$ cat src/rtl/dm_arb_pkg.sv
// ============================================================================
// Module   : dm_arb_pkg
// Brief    : Shared types and constants for the data-memory arbiter.
// Revision : 1.0
// ============================================================================
`default_nettype none

package dm_arb_pkg;

    typedef enum logic [0:0] {
        IDLE  = 1'b0,
        LOCK1 = 1'b1
    } arb_state_t;

    localparam int PORT_CPU      = 0;
    localparam int PORT_DMA      = 1;
    localparam int DEF_MAX_WAIT  = 8;
    localparam int DEF_BURST_MAX = 16;

endpackage

`default_nettype wire

$ cat src/rtl/dm_arb_wait_ctr.sv
// ============================================================================
// Module   : dm_arb_wait_ctr
// Brief    : Saturating count of consecutive denied DMA cycles; flags starve.
// Revision : 1.0
// ============================================================================
`default_nettype none

module dm_arb_wait_ctr #(
    parameter int MAX_WAIT = 8
) (
    input  logic clk,
    input  logic rst,
    input  logic i_req,
    input  logic i_gnt,
    output logic o_starve
);

    localparam int CW = $clog2(MAX_WAIT + 1);

    logic [CW-1:0] r_cnt;

    always_ff @(posedge clk or posedge rst) begin
        if (rst) begin
            r_cnt <= '0;
        end else if (!i_req || i_gnt) begin
            r_cnt <= '0;
        end else if (r_cnt != CW'(MAX_WAIT)) begin
            r_cnt <= r_cnt + 1'b1;
        end
    end

    assign o_starve = (r_cnt == CW'(MAX_WAIT));

endmodule

`default_nettype wire

$ cat src/rtl/dm_arbiter.sv
// ============================================================================
// Module   : dm_arbiter
// Brief    : Two-port (CPU/DMA) arbiter in front of a single-port data memory.
// Revision : 1.0
// ============================================================================
`default_nettype none

module dm_arbiter
    import dm_arb_pkg::*;
#(
    parameter int MAX_WAIT  = DEF_MAX_WAIT,
    parameter int BURST_MAX = DEF_BURST_MAX,
    parameter int AW        = 13
) (
    input  logic          clk,
    input  logic          reset,
    input  logic          m0_req,
    input  logic [3:0]    m0_byteen,
    input  logic [31:0]   m0_addr,
    input  logic [31:0]   m0_wdata,
    output logic          m0_gnt,
    output logic          m0_rvalid,
    output logic [31:0]   m0_rdata,
    input  logic          m1_req,
    input  logic [3:0]    m1_byteen,
    input  logic [31:0]   m1_addr,
    input  logic [31:0]   m1_wdata,
    input  logic          m1_lock,
    output logic          m1_gnt,
    output logic          m1_rvalid,
    output logic [31:0]   m1_rdata,
    output logic [3:0]    dm_wea,
    output logic [AW-1:0] dm_addra,
    output logic [31:0]   dm_dina,
    input  logic [31:0]   dm_douta
);

    localparam int BW = $clog2(BURST_MAX + 1);

    arb_state_t    r_state;
    arb_state_t    w_state_nxt;
    logic [BW-1:0] r_burst;
    logic [BW-1:0] w_burst_inc;
    logic [BW-1:0] w_burst_cur;
    logic          r_release;
    logic          r_m0_rvalid;
    logic          r_m1_rvalid;
    logic          w_starve;
    logic          w_burst_done;
    logic [1:0]    w_gnt;
    logic          w_unused;

    dm_arb_wait_ctr #(
        .MAX_WAIT (MAX_WAIT)
    ) u_wait_ctr (
        .clk      (clk),
        .rst      (reset),
        .i_req    (m1_req),
        .i_gnt    (w_gnt[PORT_DMA]),
        .o_starve (w_starve)
    );

    // Beat count this DMA grant would reach; an IDLE grant is beat 1.
    assign w_burst_inc  = r_burst + 1'b1;
    assign w_burst_cur  = (r_state == LOCK1) ? w_burst_inc : BW'(1);
    assign w_burst_done = w_gnt[PORT_DMA] && m1_lock && (w_burst_cur == BW'(BURST_MAX));

    always_ff @(posedge clk or posedge reset) begin
        if (reset) begin
            r_state <= IDLE;
        end else begin
            r_state <= w_state_nxt;
        end
    end

    always_comb begin
        w_state_nxt = r_state;
        case (r_state)
            IDLE:    if (w_gnt[PORT_DMA] && m1_lock && !w_burst_done) w_state_nxt = LOCK1;
            LOCK1:   if (!m1_req || !m1_lock || w_burst_done)         w_state_nxt = IDLE;
            default: w_state_nxt = IDLE;
        endcase
    end

    // The release flag lets the CPU in right after a full-length burst.
    always_comb begin
        w_gnt = 2'b00;
        if (!reset) begin
            if (r_state == LOCK1) begin
                if (m1_req)      w_gnt[PORT_DMA] = 1'b1;
                else if (m0_req) w_gnt[PORT_CPU] = 1'b1;
            end else if (m0_req && (!w_starve || r_release)) begin
                w_gnt[PORT_CPU] = 1'b1;
            end else if (m1_req) begin
                w_gnt[PORT_DMA] = 1'b1;
            end
        end
    end

    always_ff @(posedge clk or posedge reset) begin
        if (reset) begin
            r_burst     <= '0;
            r_release   <= 1'b0;
            r_m0_rvalid <= 1'b0;
            r_m1_rvalid <= 1'b0;
        end else begin
            r_burst     <= (w_state_nxt == LOCK1) ? w_burst_cur : '0;
            r_release   <= w_burst_done && m0_req;
            r_m0_rvalid <= w_gnt[PORT_CPU] && (m0_byteen == 4'b0000);
            r_m1_rvalid <= w_gnt[PORT_DMA] && (m1_byteen == 4'b0000);
        end
    end

    assign m0_gnt    = w_gnt[PORT_CPU];
    assign m1_gnt    = w_gnt[PORT_DMA];
    assign m0_rvalid = r_m0_rvalid;
    assign m1_rvalid = r_m1_rvalid;
    assign m0_rdata  = dm_douta;
    assign m1_rdata  = dm_douta;

    assign dm_wea   = w_gnt[PORT_DMA] ? m1_byteen :
                      (w_gnt[PORT_CPU] ? m0_byteen : 4'b0000);
    assign dm_addra = w_gnt[PORT_DMA] ? m1_addr[AW+1:2] : m0_addr[AW+1:2];
    assign dm_dina  = w_gnt[PORT_DMA] ? m1_wdata : m0_wdata;

    // Address bits outside the word-address window are intentionally dropped.
    assign w_unused = ^{m0_addr[31:AW+2], m0_addr[1:0], m1_addr[31:AW+2], m1_addr[1:0]};

endmodule

`default_nettype wire

$ cat config.mk
export PLATFORM = sky130hd
export DESIGN_NAME = dm_arbiter
export DESIGN_NICKNAME = d
export VERILOG_FILES = /design/src/rtl/dm_arb_pkg.sv /design/src/rtl/dm_arb_wait_ctr.sv /design/src/rtl/dm_arbiter.sv
export SDC_FILE = /design/constraint.sdc
export NUM_CORES = 1
export LEC_CHECK = 0
export CORE_AREA = 8 8 107 109
export CTS_CLUSTER_DIAMETER = 120
export DETAILED_ROUTE_END_ITERATION = 7
export DIE_AREA = 0 0 115 117
export GPL_ROUTABILITY_DRIVEN = 1
export PLACE_DENSITY_LB_ADDON = 0.12
export SLEW_MARGIN = 20
export SYNTH_ARGS = -nofsm -noshare
export SYNTH_HDL_FRONTEND = slang
export SYNTH_SLANG_ARGS = --single-unit
$ cat constraint.sdc
create_clock -name clk -period 3.8 [get_ports clk]
set_input_delay 1.14 -clock clk [delete_from_list [all_inputs] [get_ports clk]]
set_output_delay 1.14 -clock clk [all_outputs]
set_load 0.03 [all_outputs]
After elaboration in Yosys (flattened, before gate mapping)
Cells that the tools add are included.
{"block": "op_classes", "addsub": 2, "eq_ne": 3, "n_mux": 18, "bitwise": 1, "n_reduce_logical": 18}
{"cell": "2-to-1 mux 32 bit", "count": 1}
{"cell": "2-to-1 mux 4 bit", "count": 4}
{"cell": "2-to-1 mux 13 bit", "count": 1}
{"cell": "2-to-1 mux 5 bit", "count": 2}
{"cell": "logical NOT 4 bit", "count": 2}
{"cell": "logical AND 1 bit", "count": 7}
{"cell": "2-to-1 mux 1 bit", "count": 7}
{"cell": "adder 5 x 1 -> 5 bit (second input constant)", "count": 1}
{"cell": "== test 5 bit (second input constant)", "count": 1}
{"cell": "adder 4 x 1 -> 4 bit (second input constant)", "count": 1}
{"cell": "== test 4 bit (second input constant)", "count": 1}
{"cell": "logical NOT 1 bit", "count": 4}
{"cell": "logical OR 1 bit", "count": 4}
{"cell": "2-to-1 mux 2 bit", "count": 2}
{"cell": "!= test 4 bit (second input constant)", "count": 1}
{"cell": "one-hot mux 1 bit (2 select lines)", "count": 1}
{"cell": "nonzero test 2 bit", "count": 1}
{"cell": "NOT 1 bit", "count": 1}
{"block": "totals", "reg_bits": 13, "output_inout_bits": 117, "wordCells": 48}

Logic depth before layout (Yosys ltp)
{"block": "depth", "depth_word": 14, "depth_mapped": 8, "ltp_nobuf": 7}

By module
Synthesis repeated with hierarchy kept, for this count alone.
{"block": "hier_totals", "hier_cells": 188, "area_unflattened_um2": 2003.2}
{"mod": "dm_arbiter", "n_inst": 1, "cells_per_inst": 165, "area_each_um2": 1731.7}
{"mod": "dm_arb_wait_ctr", "n_inst": 1, "cells_per_inst": 23, "area_each_um2": 271.5}

Worst setup path before layout
Ideal clock, no wire load.
{"block": "synth_path", "kind": "input port to output port", "startpoint": "input reset", "endpoint": "output dm_dina[22]", "arrival_time_ns": 2.587, "slack_ns": 0.073, "stages": 6, "path_cell_list": "inv_1 o311ai_4 inv_2 clkbuf_1 nand2_1 nand2_1"}
{"block": "synth_between", "elab_chain_len": 2}
{"element": "start: declaration", "line_no": "dm_arbiter.sv:16", "source": "input logic reset,"}
{"element": "2-to-1 mux 2 bit", "line_no": "dm_arbiter.sv:88", "source": "if (!reset) begin"}
{"element": "net m1_gnt", "line_no": "dm_arbiter.sv:29", "source": "output logic m1_gnt,"}
{"element": "2-to-1 mux 32 bit", "line_no": "dm_arbiter.sv:124", "source": "assign dm_dina = w_gnt[PORT_DMA] ? m1_wdata : m0_wdata;"}
{"element": "end: declaration", "line_no": "dm_arbiter.sv:34", "source": "output logic [31:0] dm_dina,"}
The timed path passes the listed nets, and every way through them passes these cells.

Final worst setup path
{"block": "layout_path", "startpoint": "input m0_req", "endpoint": "output dm_wea[2]"}
{"block": "layout_between", "elab_chain_len": 6, "word_cells_on_any_way": 9, "classes_between": "mux (8); reduce/logical (1)"}
{"element": "start: declaration", "line_no": "dm_arbiter.sv:17", "source": "input logic m0_req,"}
{"element": "2-to-1 mux 1 bit / logical AND 1 bit (equally long branches)", "line_no": "dm_arbiter.sv:91, dm_arbiter.sv:92"}
{"element": "2-to-1 mux 1 bit (on tied branches)", "line_no": "dm_arbiter.sv:90, dm_arbiter.sv:92"}
{"element": "2-to-1 mux 2 bit *", "line_no": "dm_arbiter.sv:89", "source": "if (r_state == LOCK1) begin"}
{"element": "2-to-1 mux 2 bit *", "line_no": "dm_arbiter.sv:88"}
{"element": "2-to-1 mux 4 bit", "line_no": "dm_arbiter.sv:122", "source": "(w_gnt[PORT_CPU] ? m0_byteen : 4'b0000);"}
{"element": "2-to-1 mux 4 bit *", "line_no": "dm_arbiter.sv:121", "source": "assign dm_wea = w_gnt[PORT_DMA] ? m1_byteen :"}
{"element": "end: declaration", "line_no": "dm_arbiter.sv:32", "source": "output logic [3:0] dm_wea,"}
Every way passes the cells marked *; elsewhere a longest branch is shown, timed or not.

==> reports/metrics.yaml <==
cts_tree: "built"
use_met1: 0.116
stdcell_count: 517
p_comb_frac: 0.582
max_cap_violations: 0
p_sw_frac: 0.367
grt_pass1_wl_um: 11700
start_util: 0.181
die_area_um2: 13500
slew_viol_final: 0
worst-setup-path-type: "input pin to primary output"
fin_tns_setup_ns: 0
grt_pass1_vias: 2041
synth_top_family_by_area: "simple AND/OR/NAND/NOR gates"
dp_cells: 510
worst_pin_slew_ns: 0.434
num_vias: 2016
slew_headroom: 0.706
crit_path_max_incr_delay_ns: 0.38
worstHoldPathType: "flop to flop"
path_cells: "dlymetal6s2s_1 > inv_2 > o311ai_4 > inv_4 > buf_12 > a22o_4 > buf_12"
root_buffer: "clkbuf_8"
fin_crit_sh: 0.919
vdd_drop_max_mv: 0.145
drc: 0
rows: 37
yosysWarnings: 0
crit_family: "compound AO/OA/AOI/OAI gates"
synth-adder-area-share: 0.0209
grtUsageMet2: 0.201
finalPower_w: 0.000653
cts_hold_buffers: 0
p_clk_frac: 0.193
port_buffers: 155
synth_area_leader_cell: "nand2_1"
ys_ff_latch: 13
status: "finished, final reports clean"
dp_hpwl_um: 6950
die_h_um: 117
core_area_um2: 9910
crit_required_ns: 2.66
synth_area_leaders: "nand2_1 29%, buf_4 28%, dfrtp_1 18%"
cts_inserted_buffers: 3
p_seq_frac: 0.225
synth_fp_nets: 460
grt-busiest-layer: "met2"
clk_path_buf_depth: 2
drt-total-wl_um: 8400
use_met3: 0.0446
setup.worst_path.start_class: "input pin"
syn_avg_cell_area_um2: 6.33
synth_area_um2: 1800
synth_mux_area_frac: 0
grt_usage: 0.111
synth_top_area_frac: 0.292
worstPathMaxFanout: 6
grt_max_degree: 28
finClkSkew_ns: 0.00277
worst-path-buf-inv: 5
diodes: 0
avgViaCountPerCell: 3.90
drive_above_1_share: 0.194
first_iter_violations: 74
setup_ws_ns: 0.307
post-place-ws_ns: -0.0775
worstPathArrival_ns: 2.35
fin_nets: 558
cts_num_sinks: 13
wire_per_inst_um: 16.2
dr.pass1.iters: 5
gp_congestion: 0.746
cp_slowest_cell: "o311ai_4"
synth-simple-area-share: 0.383
leakage_nw: 1.55
ys_seq_area_frac: 0.181
ant_nets: 0
path_common_cell: "buf_12"
fmax_ghz: 0.286
overflow: 0
hold_violations: 0
htree_levels: 1
clk_latency_ns: 0.25
path_clk_slew_ns: 0.06
netlist_instances: 284
cp-end-kind: "primary output"
pin_count: 290
rsz0062_at_grt: "no"
p_switching_w: 0.000240
antenna_found_initial: 0
period_needed_ns: 3.49
setup_viol: 0
intPower_w: 0.000413
ys_types: 32
area_delta_synth_final_pct: 76.1
synthXorXnorAreaFrac: 0.0292
p_per_area_nw_per_um2: 206
synth_compound_area_frac: 0.0800
die_w_um: 115
## worst paths after layout
kind / slack [ns] / start / endpoint / cells after the start
setup reg to reg: 1.90 / u_wait_ctr.r_cnt[0] / r_state / 7
setup / recovery: 0.31 / m0_req / dm_wea[2] / 7
hold / removal: 0.56 / u_wait_ctr.r_cnt[3] / u_wait_ctr.r_cnt[3] / 2
min in group asynchronous: 1.07 / reset / u_wait_ctr.r_cnt[3] / 3
max in group asynchronous: 2.56 / reset / r_burst[1] / 3
hold reg to reg: 0.56 / u_wait_ctr.r_cnt[3] / u_wait_ctr.r_cnt[3] / 2
## worst min-delay path, stage by stage, from the launching register on
cell and delay [ns]:
dfrtp_1 0.38, xor2_1 0.08, nor2_1 0.07
## state kept, by name (all words and copies together), names as in the netlist
name	cells
u_wait_ctr.r_cnt	4
m1_rvalid	1
m0_rvalid	1
r_state	1
r_burst	5
r_release	1
## routing by layer
layer	vias up	routed length [um]
met5	-	0
met2	129	4260
met4	0	158
li1	1018	-
met1	851	3030
met3	18	951
## logic make-up after synthesis
| group | after synthesis |
|---|---|
| buffers and inverters | 79 |
| adders and majority gates | 3 |
| AOI/OAI and AO/OA | 14 |
| xor gates and xnor gates | 6 |
| DFF | 13 |
| and+or+nand+nor | 169 |
## synthesized netlist by cell type (all sizes together)
| cell | count |
|---|---|
| nor4 | 2 |
| buf | 69 |
| nor2 | 12 |
| o21a | 2 |
| clkbuf | 5 |
| nor4b | 1 |
| nand3 | 3 |
| and2 | 3 |
| a22o | 4 |
| o211a | 1 |
| and3 | 1 |
| nand2b | 1 |
| and4bb | 1 |
| inv | 5 |
| or3b | 1 |
| dfrtp | 13 |
| a31o | 1 |
| ha | 3 |
| nand3b | 1 |
| a21oi | 2 |
| a31oi | 1 |
| nor3 | 1 |
| nand2 | 140 |
| or4 | 1 |
| xor2 | 3 |
| nand4b | 1 |
| o311ai | 1 |
| xnor2 | 3 |
| o21ai | 1 |
| a2111oi | 1 |
## power by group through the flow
stage | combinational, W | sequential [W] | clock [W]
2_1_floorplan | 0.000285 | 0.000149 | 0
3_3_place_gp | 0.000375 | 0.000149 | 0
3_5_place_dp | 0.000376 | 0.000149 | 0
4_1_cts | 0.000379 | 0.000147 | 0.000131
5_1_grt | 0.000407 | 0.000148 | 0.000137
6_report | 0.000380 | 0.000147 | 0.000126
## final cells by class
| cell class | count | area [um2] |
|---|---|---|
| repair buffers | 167 | 1660 |
| inverters | 5 | 21.3 |
| clock buffers | 4 | 45.0 |
| fillers | 1132 | 6740 |
| well taps | 136 | 170 |
| flip-flops and latches | 13 | 325 |
| multi-input cells | 192 | 940 |
## stage by stage
step	cell area [um2]	hold slack [ns]	utilization
2_1_floorplan	1800	0.519	-
3_3_place_gp	3030	0.548	0.306
3_5_place_dp	3030	0.556	0.306
4_1_cts	3090	0.568	0.312
5_1_grt	3170	0.614	0.320
6_report	3170	0.564	0.320
## cell usage in the layout, fill, tap and decap left out, drive strengths merged, types with 2 or more instances in the layout
cell type      netlist  routed
nor4                 2       2
dfrtp               13      13
clkdlybuf4s50        0     101
clkbuf               5       6
xnor2                3       3
nand3                3       3
inv                  5       5
a21oi                2       2
nor2                12      12
a22o                 4       4
buf                 69      61
ha                   3       3
and2                 3       3
dlymetal6s2s         0       3
o21a                 2       2
xor2                 3       3
nand2              140     140
## repair_timing
item                                    4_1_cts  5_1_grt
gates cloned                                  0        2
buffers inserted                              0        1
endpoints found under the setup margin       37       29
resized for setup                             3        6
pin swaps                                     3        1
Power figures use the tool's default switching activity.
